--- src/rtl/timer_pkg.sv ---
// Shared definitions for the timer controller: register offsets, bit
// positions and the bus responder state encoding.
package timer_pkg;

  localparam logic [3:0] OFF_CTRL   = 4'h0;
  localparam logic [3:0] OFF_LOAD   = 4'h4;
  localparam logic [3:0] OFF_COUNT  = 4'h8;
  localparam logic [3:0] OFF_STATUS = 4'hC;

  localparam int unsigned CTRL_ENABLE      = 0;
  localparam int unsigned CTRL_AUTO_RELOAD = 1;
  localparam int unsigned CTRL_IRQ_EN      = 2;
  localparam int unsigned STATUS_EXPIRED   = 0;

  typedef enum logic [0:0] {
    BUS_IDLE = 1'b0,
    BUS_RESP = 1'b1
  } bus_state_e;

endpackage

--- src/rtl/timer_prescaler.sv ---
// Divides clk by PRESCALE while enabled; tick is high on the last count.
module timer_prescaler #(
  parameter int unsigned PRESCALE = 50
) (
  input  logic clk,
  input  logic rst,
  input  logic en,
  input  logic clr,
  output logic tick
);

  localparam int unsigned CW = (PRESCALE > 1) ? $clog2(PRESCALE) : 1;
  localparam logic [CW-1:0] LAST = CW'(PRESCALE - 1);

  logic [CW-1:0] cnt;

  always_ff @(posedge clk) begin
    if (rst || clr || !en || (cnt == LAST)) begin
      cnt <= '0;
    end else begin
      cnt <= cnt + CW'(1);
    end
  end

  assign tick = en && (cnt == LAST);

endmodule

--- src/rtl/timer_controller.sv ---
// Memory-mapped down-counting timer with a single-cycle bus responder,
// optional auto-reload and a level interrupt.
module timer_controller
  import timer_pkg::*;
#(
  parameter int unsigned              ADDR_WIDTH = 32,
  parameter int unsigned              DATA_WIDTH = 32,
  parameter logic [ADDR_WIDTH-1:0]    BASE_ADDR  = 32'hc0002000,
  parameter int unsigned              PRESCALE   = 50
) (
  input  logic                  clk,
  input  logic                  rst,
  input  logic [ADDR_WIDTH-1:0] i_address,
  input  logic [DATA_WIDTH-1:0] i_data,
  input  logic                  i_rnw,
  input  logic                  i_en,
  output logic [DATA_WIDTH-1:0] o_data,
  output logic                  o_data_valid,
  output logic                  o_busy,
  output logic                  o_irq
);

  bus_state_e            state;
  logic [ADDR_WIDTH-1:0] offset;
  logic                  in_window, accept;
  logic                  wr_ctrl, wr_load, wr_count, wr_status;
  logic                  tick, tick_eff, expire;
  logic                  enable, auto_reload, irq_en, expired;
  logic [DATA_WIDTH-1:0] load, count, rd_data, data_q;

  always_comb begin
    offset    = i_address - BASE_ADDR;
    in_window = (i_address >= BASE_ADDR) && (offset <= ADDR_WIDTH'(12)) &&
                (offset[1:0] == 2'b00);
    accept    = i_en && (state == BUS_IDLE) && in_window;
    wr_ctrl   = accept && !i_rnw && (offset[3:0] == OFF_CTRL);
    wr_load   = accept && !i_rnw && (offset[3:0] == OFF_LOAD);
    wr_count  = accept && !i_rnw && (offset[3:0] == OFF_COUNT);
    wr_status = accept && !i_rnw && (offset[3:0] == OFF_STATUS);
    // A COUNT write in the tick cycle overrides the tick's effect on COUNT.
    tick_eff  = tick && !wr_count;
    expire    = tick_eff && (count == '0);
  end

  always_comb begin
    rd_data = '0;
    case (offset[3:0])
      OFF_CTRL: begin
        rd_data[CTRL_ENABLE]      = enable;
        rd_data[CTRL_AUTO_RELOAD] = auto_reload;
        rd_data[CTRL_IRQ_EN]      = irq_en;
      end
      OFF_LOAD:   rd_data = load;
      OFF_COUNT:  rd_data = count;
      OFF_STATUS: rd_data[STATUS_EXPIRED] = expired;
      default:    rd_data = '0;
    endcase
  end

  timer_prescaler #(.PRESCALE(PRESCALE)) u_prescaler (
    .clk  (clk),
    .rst  (rst),
    .en   (enable),
    .clr  (wr_count),
    .tick (tick)
  );

  always_ff @(posedge clk) begin
    if (rst) begin
      state  <= BUS_IDLE;
      data_q <= '0;
    end else begin
      case (state)
        BUS_IDLE: begin
          if (accept) begin
            state  <= BUS_RESP;
            data_q <= i_rnw ? rd_data : '0;
          end
        end
        default: begin
          state  <= BUS_IDLE;
          data_q <= '0;
        end
      endcase
    end
  end

  always_ff @(posedge clk) begin
    if (rst) begin
      enable      <= 1'b0;
      auto_reload <= 1'b0;
      irq_en      <= 1'b0;
      load        <= '0;
      count       <= '0;
      expired     <= 1'b0;
    end else begin
      if (wr_ctrl) begin
        enable      <= i_data[CTRL_ENABLE];
        auto_reload <= i_data[CTRL_AUTO_RELOAD];
        irq_en      <= i_data[CTRL_IRQ_EN];
      end else if (expire && !auto_reload) begin
        enable <= 1'b0;
      end

      if (wr_load) begin
        load <= i_data;
      end

      if (wr_count) begin
        count <= i_data;
      end else if (tick_eff) begin
        if (count != '0) begin
          count <= count - DATA_WIDTH'(1);
        end else if (auto_reload) begin
          count <= load;
        end
      end

      // Expiry beats a simultaneous W1C so no event is lost.
      if (expire) begin
        expired <= 1'b1;
      end else if (wr_status && i_data[STATUS_EXPIRED]) begin
        expired <= 1'b0;
      end
    end
  end

  // Outputs are forced quiet while rst is held, including a pending response.
  assign o_busy       = (state == BUS_RESP) && !rst;
  assign o_data_valid = o_busy;
  assign o_data       = o_data_valid ? data_q : '0;
  assign o_irq        = expired && irq_en && !rst;

endmodule

--- config.mk ---
export PLATFORM = sky130hd
export DESIGN_NAME = timer_controller
export DESIGN_NICKNAME = d
export VERILOG_FILES = /design/src/rtl/timer_pkg.sv /design/src/rtl/timer_prescaler.sv /design/src/rtl/timer_controller.sv
export SDC_FILE = /design/constraint.sdc
export NUM_CORES = 1
export LEC_CHECK = 0
export ABC_CLOCK_PERIOD_IN_PS = 3200
export CORE_UTILIZATION = 48
export CTS_CLUSTER_DIAMETER = 100
export DETAILED_ROUTE_END_ITERATION = 8
export HOLD_SLACK_MARGIN = 0.02
export PLACE_DENSITY = 0.76
export SLEW_MARGIN = 20
export SYNTH_ARGS = -nofsm -noshare
export SYNTH_HDL_FRONTEND = slang
export SYNTH_SLANG_ARGS = --single-unit
export TNS_END_PERCENT = 30
--- constraint.sdc ---
create_clock -name clk -period 3.2 [get_ports clk]
set_clock_uncertainty 0.2 [all_clocks]
set_input_delay 0.96 -clock clk [delete_from_list [all_inputs] [get_ports clk]]
set_output_delay 0.96 -clock clk [all_outputs]
set_load 0.01 [all_outputs]
==> results.cfg <==
[status]
status = complete, no violations

[critical_path]
critPathKind = in2reg
crit_fanout = 6
required_ns = 3.21
r2r-end = count[10]
cp-end-kind = flop
reg2reg_depth = 8
start_kind = primary input
cp.arrival_ns = 3.14
r2r-start = count[18]
reg2reg_slack_ns = 0.34

[grt]
grt_pass1_vias = 6134
antenna_found_initial = 0
overflow = 0
met3_usage_pct = 5.579
grt_use_total_pct = 28.89
grt_max_degree = 53
busiest_layer = met2
grt_pass1_wl_microns = 29860
grt_util_met2_pct = 47.89
met1_usage_pct = 37.08

[timing]
hold_viol = 0
fmax_mhz = 319.8
fin_crit_ns = 3.127
final-max-slew-violation-count = 0
worst_pin_slew_ns = 0.5957
period_share_pct = 97.70
max-slew-margin-rel_pct = 60.29
finalSetupViolations = 0

[power]
irDropWorstVdd_mv = 0.2198
leakagePower_uw = 0.003180
totalPowerFinal_uw = 2753
p_per_area_nw_per_um2 = 340.7

[placed_design]
globalplace.congestion = 0.8781
dp.cells = 1023
dp_hpwl_microns = 12330
io_buffers = 102

[hold_path]
hold_path_class = reg2reg
min_path_cells = 2
hold_end = data_q[0]
holdCritStartpoint = data_q[0]

[logic_synthesis]
yosys_register_bits = 107
synth-edff-count = 0
yosys.area.top_type = dfxtp_1
async_flop_share_pct = 0
ys_types = 65
syn_inst = 752
synth_top_flop_cell = dfxtp_1
syn_area_per_cell_sq_um = 7.960
synth_area_leaders = dfxtp_1 (36%), mux2i_1 (6.2%), nand2_1 (5.4%)
ys_warn_count = 0
syn_nets = 825
synth.cell_area_sq_um = 5986
synth_top_area_share_pct = 35.79
ys_seq_area_share_pct = 35.79

[final_layout]
layout.nets = 950
diodes = 0
syn2layout_area_growth_pct = 35.01
num-fill-cells = 981
instances_no_fill = 1050
final_layout_size_suffix_gt1_share_pct = 14.29

[routing]
final_antenna_net_count = 0
via_count = 6259
vias_per_cell = 5.961
drc = 0
wirelength_microns = 18080
avgRoutedWirePerCell_microns = 17.22
drt_iter0_drc = 599
first_pass_iters = 6

[cts]
clock_insertion_delay_worst_skew_ns = 0.35
htree_levels = 3
clk_pin_slew_ns = 0.07
cts_tree = yes
cts.sinks = 107
cts_buffer_depth = 2
cts_buffers = 9
cts_root_buffer = clkbuf_16
cts_hold_buffers = 0

[floorplan]
die_area_sq_um = 12920
die_w_microns = 113.7
start_util_pct = 49.63
io_pins = 103
core_area_sq_um = 12060
num_rows = 40
fp.dieH_microns = 113.7

[job]
maxCapViolCount = 0
[flip-flops by register name, summed over array words and instances (netlist names), 6 cells and up]
signal,count
data_q,32
load,32
count,32
u_prescaler.cnt,6
[cell usage in the layout (no fill, tap or decap), drive strengths merged, types with 7 or more instances in the layout]
master / netlist / final
clkdlybuf4s50: 0 / 47
a21oi: 63 / 63
nand3: 46 / 46
dlygate4sd2: 0 / 37
a22o: 23 / 23
nand4: 8 / 8
o22ai: 9 / 9
nand2: 86 / 86
inv: 15 / 16
dlymetal6s2s: 0 / 13
and2: 34 / 34
dfxtp: 107 / 107
mux2i: 37 / 37
nor2: 83 / 83
nor3: 20 / 20
o31ai: 8 / 8
buf: 23 / 66
clkbuf: 31 / 15
o21ai: 36 / 36
or3: 7 / 7
a211o: 10 / 10
a21o: 8 / 8
a211oi: 20 / 20
nor4: 15 / 15
[metal layers]
| layer | share of wire (%) | vias up |
|---|---|---|
| met2 | 47 | 315 |
| met4 | 2.9 | 0 |
| met5 | 0 | - |
| met1 | 42 | 2922 |
| met3 | 8.7 | 65 |
| li1 | - | 2957 |
[how the worst max path moves through the flow]
stage | from | endpoint | slack, ns
4_1_cts | i_address[13] | load[27] | 0.005
5_1_grt | i_address[14] | load[16] | -0.04
3_5_place_dp | i_address[14] | count[25] | -0.63
2_1_floorplan | i_address[14] | count[29] | -0.06
6_report | i_address[14] | load[23] | 0.07
3_3_place_gp | i_address[14] | count[27] | -0.58
[synthesized netlist by cell type (15+ instances only)]
cell type  count
a211oi_1      20
a21oi_1       63
a22o_1        23
and2_1        33
clkbuf_1      31
dfxtp_1      107
inv_1         15
mux2i_1       37
nand2_1       86
nand3_1       46
nor2_1        82
nor3_1        17
o21ai_0       32
[critical path: stages]
cell      delay, ns
clkbuf_2       0.10
buf_6          0.13
nor4_2         0.26
and4b_1        0.27
nor4b_4        0.21
buf_4          0.17
o21ai_4        0.07
nor4b_4        0.36
buf_6          0.19
buf_12         0.15
mux2i_1        0.22
nor2_1         0.06
[repair_timing]
action,in CTS,in global routing
endpoints found under the hold margin,0,0
setup buffers,6,1
endpoints found under the setup margin,140,91
gates resized for setup,54,40
pin swaps,7,14
gates cloned,3,1
[where the power goes]
| group | leakage (uW) | internal (uW) | switching, uW |
|---|---|---|---|
| combinational | 0.00217 | 114 | 98.6 |
| clock | 0.000152 | 711 | 499 |
| sequential | 0.000861 | 1330 | 0.0000000611 |
| total | 0.00318 | 2160 | 598 |
[metrics by stage]
| stage | cell area, sq um | utilization [%] | setup TNS (ns) | hold WS, ns | setup WS, ns |
|---|---|---|---|---|---|
| after floorplan | 6010 | - | -0.2644 | 0.2273 | -0.05849 |
| after global placement | 7448 | 61.75 | -51.23 | 0.2364 | -0.5829 |
| after detailed placement | 7448 | 61.75 | -55.69 | 0.2416 | -0.6292 |
| after CTS | 7916 | 65.63 | 0 | 0.2499 | 0.004677 |
| after global routing | 8082 | 67.00 | -0.2586 | 0.2687 | -0.03907 |
| final | 8082 | 67.00 | 0 | 0.2476 | 0.07344 |
[logic make-up (layout without fill, tap and decap cells)]
logic type | after synthesis | in the layout | synth area share, %
simple gates | 329 | 329 | 28.01
fa+ha+maj | 5 | 5 | 1.045
buf+inv | 69 | 199 | 5.602
mux | 38 | 38 | 6.564
flops | 107 | 107 | 35.79
compound gates | 199 | 199 | 22.26
xor+xnor | 5 | 5 | 0.7317
[final cells by class]
cell class	count	area, sq um	area share, %
multi-input cells	576	3671	45.42
clock inverters	5	83.83	1.037
clock buffers	11	242.7	3.004
flip-flops and latches	107	2142	26.51
well taps	168	210.2	2.601
inverters	15	56.30	0.6967
repair buffers	168	1675	20.73
Note: power is estimated with default switching activity, not from simulation.
==> RTL change 1, RTL diff (config.mk and constraints unchanged) <==
Change the parameter `DATA_WIDTH` from 32 to 36.
--- a/src/rtl/timer_controller.sv
+++ b/src/rtl/timer_controller.sv
@@ -6,3 +6,3 @@
   parameter int unsigned              ADDR_WIDTH = 32,
-  parameter int unsigned              DATA_WIDTH = 32,
+  parameter int unsigned              DATA_WIDTH = 36,
   parameter logic [ADDR_WIDTH-1:0]    BASE_ADDR  = 32'hc0002000,
Ports: changed (resized i_data and o_data); port bits go from 103 to 111. No check against the original RTL was run, so the function may have changed too.
==> RTL change 1 against the unedited design <==
The flow now finishes with violations (setup timing). Total power is 44% higher. Sequential cell count up 12. Sequential power rose by 11%. Worst setup slack worse by 0.085 ns. Routed wire length increased by 14%. Core utilization is 3.2 points higher. Synthesized area is 12% higher. Synthesized cell count grew 16%. Cell area grew 17%.
==> RTL change 1: results (changes against the unedited design) <==
metric	value	unit	change
status	complete, but fails checks		
failing checks	setup timing		
Rel. slew slack	0.442		-0.161
register area share after synthesis	0.355		-0.00237
Num CTS Buffers	17		+8
compound-cell area share of the yosys netlist	0.222		-0.000623
flop-to-flop setup slack	0.15	ns	-0.19 ns
Post-Synth XOR/XNOR Area	0.0118		+0.00445
top post-synthesis cells by area	dfxtp_1 36%, a21oi_1 6.9%, mux2i_1 6.0%		
Setup WS post-layout	-0.0113	ns	-0.0848 ns
Worst path top cell family by delay	buffers and inverters		
Net Count, Synth	952		+15%
critical register-to-register path endpoint	count[6]		
adder-cell share of the synthesized area	0.00934		-0.00112
Unique masters post-synth	63		-3.1%
IO Port Bufs	110		+7.8%
Hold WS	0.245	ns	-0.00313 ns
Int Power	3.18	mW	+48%
Max VDD drop	0.370	mV	+68%
top post-synthesis cells by count	119 x dfxtp_1, 102 x nand2_1, 93 x a21oi_1		
Worst Hold Launch	data_q[3]		
setup violators final	2		+2
WL/cell	17.1	um	-0.47%
pin count of the biggest net entering global routing	77		+45%
Tot GR Track Use	0.279		-0.00940
share of cells above drive strength 1	0.157		+0.0145
DRT iter0 DRCs	490		-18%
==> RTL change 1: cell types whose count changed after synthesis, moves of 4 or more <==
cell,unedited run,this run
dfxtp_1,107,119
buf_6,7,0
a211o_1,10,21
inv_1,15,24
nand2_1,86,102
a21oi_1,63,93
a21o_1,8,2
buf_2,10,6
clkbuf_1,31,58
and2_1,33,42
a211oi_1,20,10
o211ai_1,4,8
==> RTL change 1: what timing repair did <==
| item | CTS | global route |
|---|---|---|
| gates resized for setup | 86 | 43 |
| setup buffers | 11 | 2 |
| gates cloned | 1 | 2 |
| setup endpoints to repair | 120 | 90 |
| pin swaps | 18 | 26 |
==> RTL change 1: power by group through the flow <==
stage / Sequential, mW / Clock, mW / Combinational [mW]
floorplan: 1.51 / 0 / 0.0616
global placement: 1.51 / 0 / 0.218
detailed placement: 1.51 / 0 / 0.218
CTS: 1.48 / 2.25 / 0.229
global route: 1.48 / 2.31 / 0.255
finish: 1.48 / 2.22 / 0.244
==> RTL change 1: through the flow <==
stage | power, mW | instances | setup WS (ns) | setup TNS (ns)
floorplan | 1.58 | 875 | -0.0104 | -0.0104
global placement | 1.73 | 1152 | -0.851 | -74.00
detailed placement | 1.73 | 1152 | -0.927 | -81.42
CTS | 3.96 | 1195 | -0.0151 | -0.0762
global route | 4.05 | 1199 | -0.0879 | -1.42
finish | 3.95 | 1199 | -0.0113 | -0.0194
==> RTL change 1: layout make-up <==
cell class	count	area [sq um]
Tap cell	176	220
Multi-Input combinational cell	659	4160
Fill cell	1107	4000
Clock buffer	22	464
Inverter	24	103
Timing Repair Buffer	190	1900
Clock inverter	9	220
Sequential cell	119	2380
==> RTL change 1: routing by layer <==
metal	share of wire	global-route usage
met1	0.43	0.356
met2	0.49	0.464
met3	0.061	0.0556
met4	0.022	0.102
met5	0	0
==> RTL change 2, RTL diff (config.mk and constraints unchanged) <==
Made on the original files. Register the inputs `i_address`, `i_data`, `i_rnw` and `i_en` before use, with the module's reset. The logic sees them one clock later.
--- a/src/rtl/timer_controller.sv
+++ b/src/rtl/timer_controller.sv
@@ -22,2 +22,21 @@
 
+  logic [ADDR_WIDTH-1:0] i_address_q;
+  logic [DATA_WIDTH-1:0] i_data_q;
+  logic i_rnw_q;
+  logic i_en_q;
+
+  always_ff @(posedge clk) begin
+    if (rst) begin
+      i_address_q <= '0;
+      i_data_q    <= '0;
+      i_rnw_q     <= '0;
+      i_en_q      <= '0;
+    end else begin
+      i_address_q <= i_address;
+      i_data_q    <= i_data;
+      i_rnw_q     <= i_rnw;
+      i_en_q      <= i_en;
+    end
+  end
+
   bus_state_e            state;
@@ -31,10 +50,10 @@
   always_comb begin
-    offset    = i_address - BASE_ADDR;
-    in_window = (i_address >= BASE_ADDR) && (offset <= ADDR_WIDTH'(12)) &&
+    offset    = i_address_q - BASE_ADDR;
+    in_window = (i_address_q >= BASE_ADDR) && (offset <= ADDR_WIDTH'(12)) &&
                 (offset[1:0] == 2'b00);
-    accept    = i_en && (state == BUS_IDLE) && in_window;
-    wr_ctrl   = accept && !i_rnw && (offset[3:0] == OFF_CTRL);
-    wr_load   = accept && !i_rnw && (offset[3:0] == OFF_LOAD);
-    wr_count  = accept && !i_rnw && (offset[3:0] == OFF_COUNT);
-    wr_status = accept && !i_rnw && (offset[3:0] == OFF_STATUS);
+    accept    = i_en_q && (state == BUS_IDLE) && in_window;
+    wr_ctrl   = accept && !i_rnw_q && (offset[3:0] == OFF_CTRL);
+    wr_load   = accept && !i_rnw_q && (offset[3:0] == OFF_LOAD);
+    wr_count  = accept && !i_rnw_q && (offset[3:0] == OFF_COUNT);
+    wr_status = accept && !i_rnw_q && (offset[3:0] == OFF_STATUS);
     // A COUNT write in the tick cycle overrides the tick's effect on COUNT.
@@ -76,3 +95,3 @@
             state  <= BUS_RESP;
-            data_q <= i_rnw ? rd_data : '0;
+            data_q <= i_rnw_q ? rd_data : '0;
           end
@@ -97,5 +116,5 @@
       if (wr_ctrl) begin
-        enable      <= i_data[CTRL_ENABLE];
-        auto_reload <= i_data[CTRL_AUTO_RELOAD];
-        irq_en      <= i_data[CTRL_IRQ_EN];
+        enable      <= i_data_q[CTRL_ENABLE];
+        auto_reload <= i_data_q[CTRL_AUTO_RELOAD];
+        irq_en      <= i_data_q[CTRL_IRQ_EN];
       end else if (expire && !auto_reload) begin
@@ -105,3 +124,3 @@
       if (wr_load) begin
-        load <= i_data;
+        load <= i_data_q;
       end
@@ -109,3 +128,3 @@
       if (wr_count) begin
-        count <= i_data;
+        count <= i_data_q;
       end else if (tick_eff) begin
@@ -121,3 +140,3 @@
         expired <= 1'b1;
-      end else if (wr_status && i_data[STATUS_EXPIRED]) begin
+      end else if (wr_status && i_data_q[STATUS_EXPIRED]) begin
         expired <= 1'b0;
Formal check against the unedited RTL: not equivalent (Yosys sat finds a counterexample within 4 cycles, from zero or initial values and one cycle with rst high).
==> RTL change 2 against the unedited design <==
First-iteration DRC count is 3.0% higher. Synthesized area up 31%. Cell area grew 20%. Routed wire length is 7.9% higher. Sequential cell count is 66 higher. Global-route usage decreased by 5.0 points. Clock power increased by 62%. Register-to-register slack lost 0.04 ns. Non-clock buffer count down 29. Critical path type is now input pin to primary output. Total power rose by 60%. Worst setup slack improved by 0.080 ns.
==> RTL change 2: results (changes against the unedited design) <==
metric	value	unit	change
largest stage delay on the critical path	0.27	ns	-0.09 ns
flop-to-flop setup slack	0.30	ns	-0.04 ns
antenna violations before repair	0		unchanged
Post-Synth XOR/XNOR Area	0.00892		+0.00160
compound-cell area share of the yosys netlist	0.199		-0.0236
FF-to-FF Start	i_address_q[14]		
# H-tree levels	4		+1
Place WS	-0.297	ns	+0.332 ns
Tot GR Track Use	0.239		-0.0503
Max VDD drop	0.395	mV	+80%
CTS root buf	clkbuf_16		
metal2 WL	9.06	mm	+7.6%
CTS Hold Buffers Added	0		unchanged
mux contribution to synthesized area	0.00685		-0.0588
DRT iter0 DRCs	617		+3.0%
status	complete, no violations		
ys async rst share	0		unchanged
top post-synthesis cells by area	dfxtp_1 44%, a21oi_1 7.8%, nand2_1 7.5%		
Slew Limit Fails	0		unchanged
Net Count, Synth	1022		+24%
CP arrival	1.89	ns	-1.25 ns
final wirelength	19.5	mm	+7.9%
Nets	1105		+16%
Synth warnings	0		unchanged
Final Wtd Congestion	0.884		+0.65%
IO Port Bufs	102		unchanged
DR top layer	met4		
first-pass GRT wire length	31.4	mm	+5.1%
register area share after synthesis	0.441		+0.0829
placed cell area	9090	sq um	+22%
final setup TNS	0	ns	unchanged
Worst Hold Launch	data_q[23]		
clk_lat worst skew	0.44	ns	+0.09 ns
top post-synthesis cells by count	173 x dfxtp_1, 157 x nand2_1, 123 x a21oi_1		
met3 wire length	1.30	mm	-18%
Metal-1 WL	8.70	mm	+15%
Hold EP	data_q[23]		
sw frac	0.230		+0.0131
Vias/cell	5.54		-7.0%
CP max FO	12		+6
Antenna diodes	0		unchanged
drt pass-1 iters	5		-1
adder-cell share of the synthesized area	0.00796		-0.00249
DP HPWL	12.8	mm	+4.1%
share of cells above drive strength 1	0.0919		-0.0510
CTS max path bufs	2		unchanged
P_leak	3.65	nW	+15%
WHS Path Cells	2		unchanged
worst min path class	flop to flop		
Unique masters post-synth	64		-1.5%
Tightest Pin Transition	0.721	ns	+0.125 ns
Num CTS Buffers	17		+8
clk slew on worst S/H paths	0.06	ns	
Worst path slowest cell	dlygate4sd2_1		
worst reg2reg path depth	10		+2
vias in the first global route	6391		+4.2%
critical register-to-register path endpoint	load[7]		
pin count of the biggest net entering global routing	69		+30%
-- RTL change 2: power by group through the flow --
stage / clock, mW / combinational (mW) / sequential, mW
6_report: 1.96 / 0.220 / 2.24
5_1_grt: 2.08 / 0.239 / 2.24
4_1_cts: 1.99 / 0.221 / 2.23
3_5_place_dp: 0 / 0.218 / 2.28
3_3_place_gp: 0 / 0.216 / 2.28
2_1_floorplan: 0 / 0.111 / 2.27
-- RTL change 2: worst max-delay path by stage --
stage	depth (start not counted)	slack [ns]	startpoint	endpoint
floorplan	11	0.32	i_address_q[13]	load[10]
global placement	5	-0.29	rst	o_data[7]
detailed placement	5	-0.30	rst	o_data[25]
CTS	5	0.04	rst	o_data_valid
global route	10	0.08	i_address_q[14]	load[15]
finish	6	0.15	rst	o_data[3]
-- RTL change 2: cells by family after synthesis --
kind of cell,Yosys count
buf+inv,89
fa+ha+maj,5
flops,173
mux,4
compound gates,245
simple gates,425
xor+xnor,8
-- RTL change 2: metrics by stage --
stage               hold WS (ns)  power (mW)   util  std cells
global placement           0.237        2.50  0.570       1224
CTS                        0.250        4.45  0.606       1259
finish                     0.249        4.41  0.609       1261
global route               0.271        4.55  0.609       1261
floorplan                  0.225        2.38      -        949
detailed placement         0.242        2.50  0.570       1224
-- RTL change 2: timing repair --
item,4_1_cts,5_1_grt
setup endpoints to repair,34,34
gates cloned,1,1
pin swaps,0,1
resized for setup,38,4
buffers inserted,2,1
-- RTL change 2: critical path: cells and delay by family --
family	cells	cell delay, ns
buffers and inverters	4	0.66
AND/OR/NAND/NOR	2	0.26
-- RTL change 2: layout make-up --
cell class | count | area, sq um
Fill cell | 1418 | 6230
Tap cell | 216 | 270
Multi-Input combinational cell | 687 | 4010
Timing Repair Buffer | 139 | 1360
Clock inverter | 15 | 135
Inverter | 14 | 52.6
Sequential cell | 173 | 3460
Clock buffer | 17 | 425
-- RTL change 2: layer usage --
metal | up-vias | track usage
met4 | 0 | 0.112
met5 | - | 0
met1 | 3220 | 0.309
li1 | 3479 | -
met3 | 38 | 0.0435
met2 | 254 | 0.386
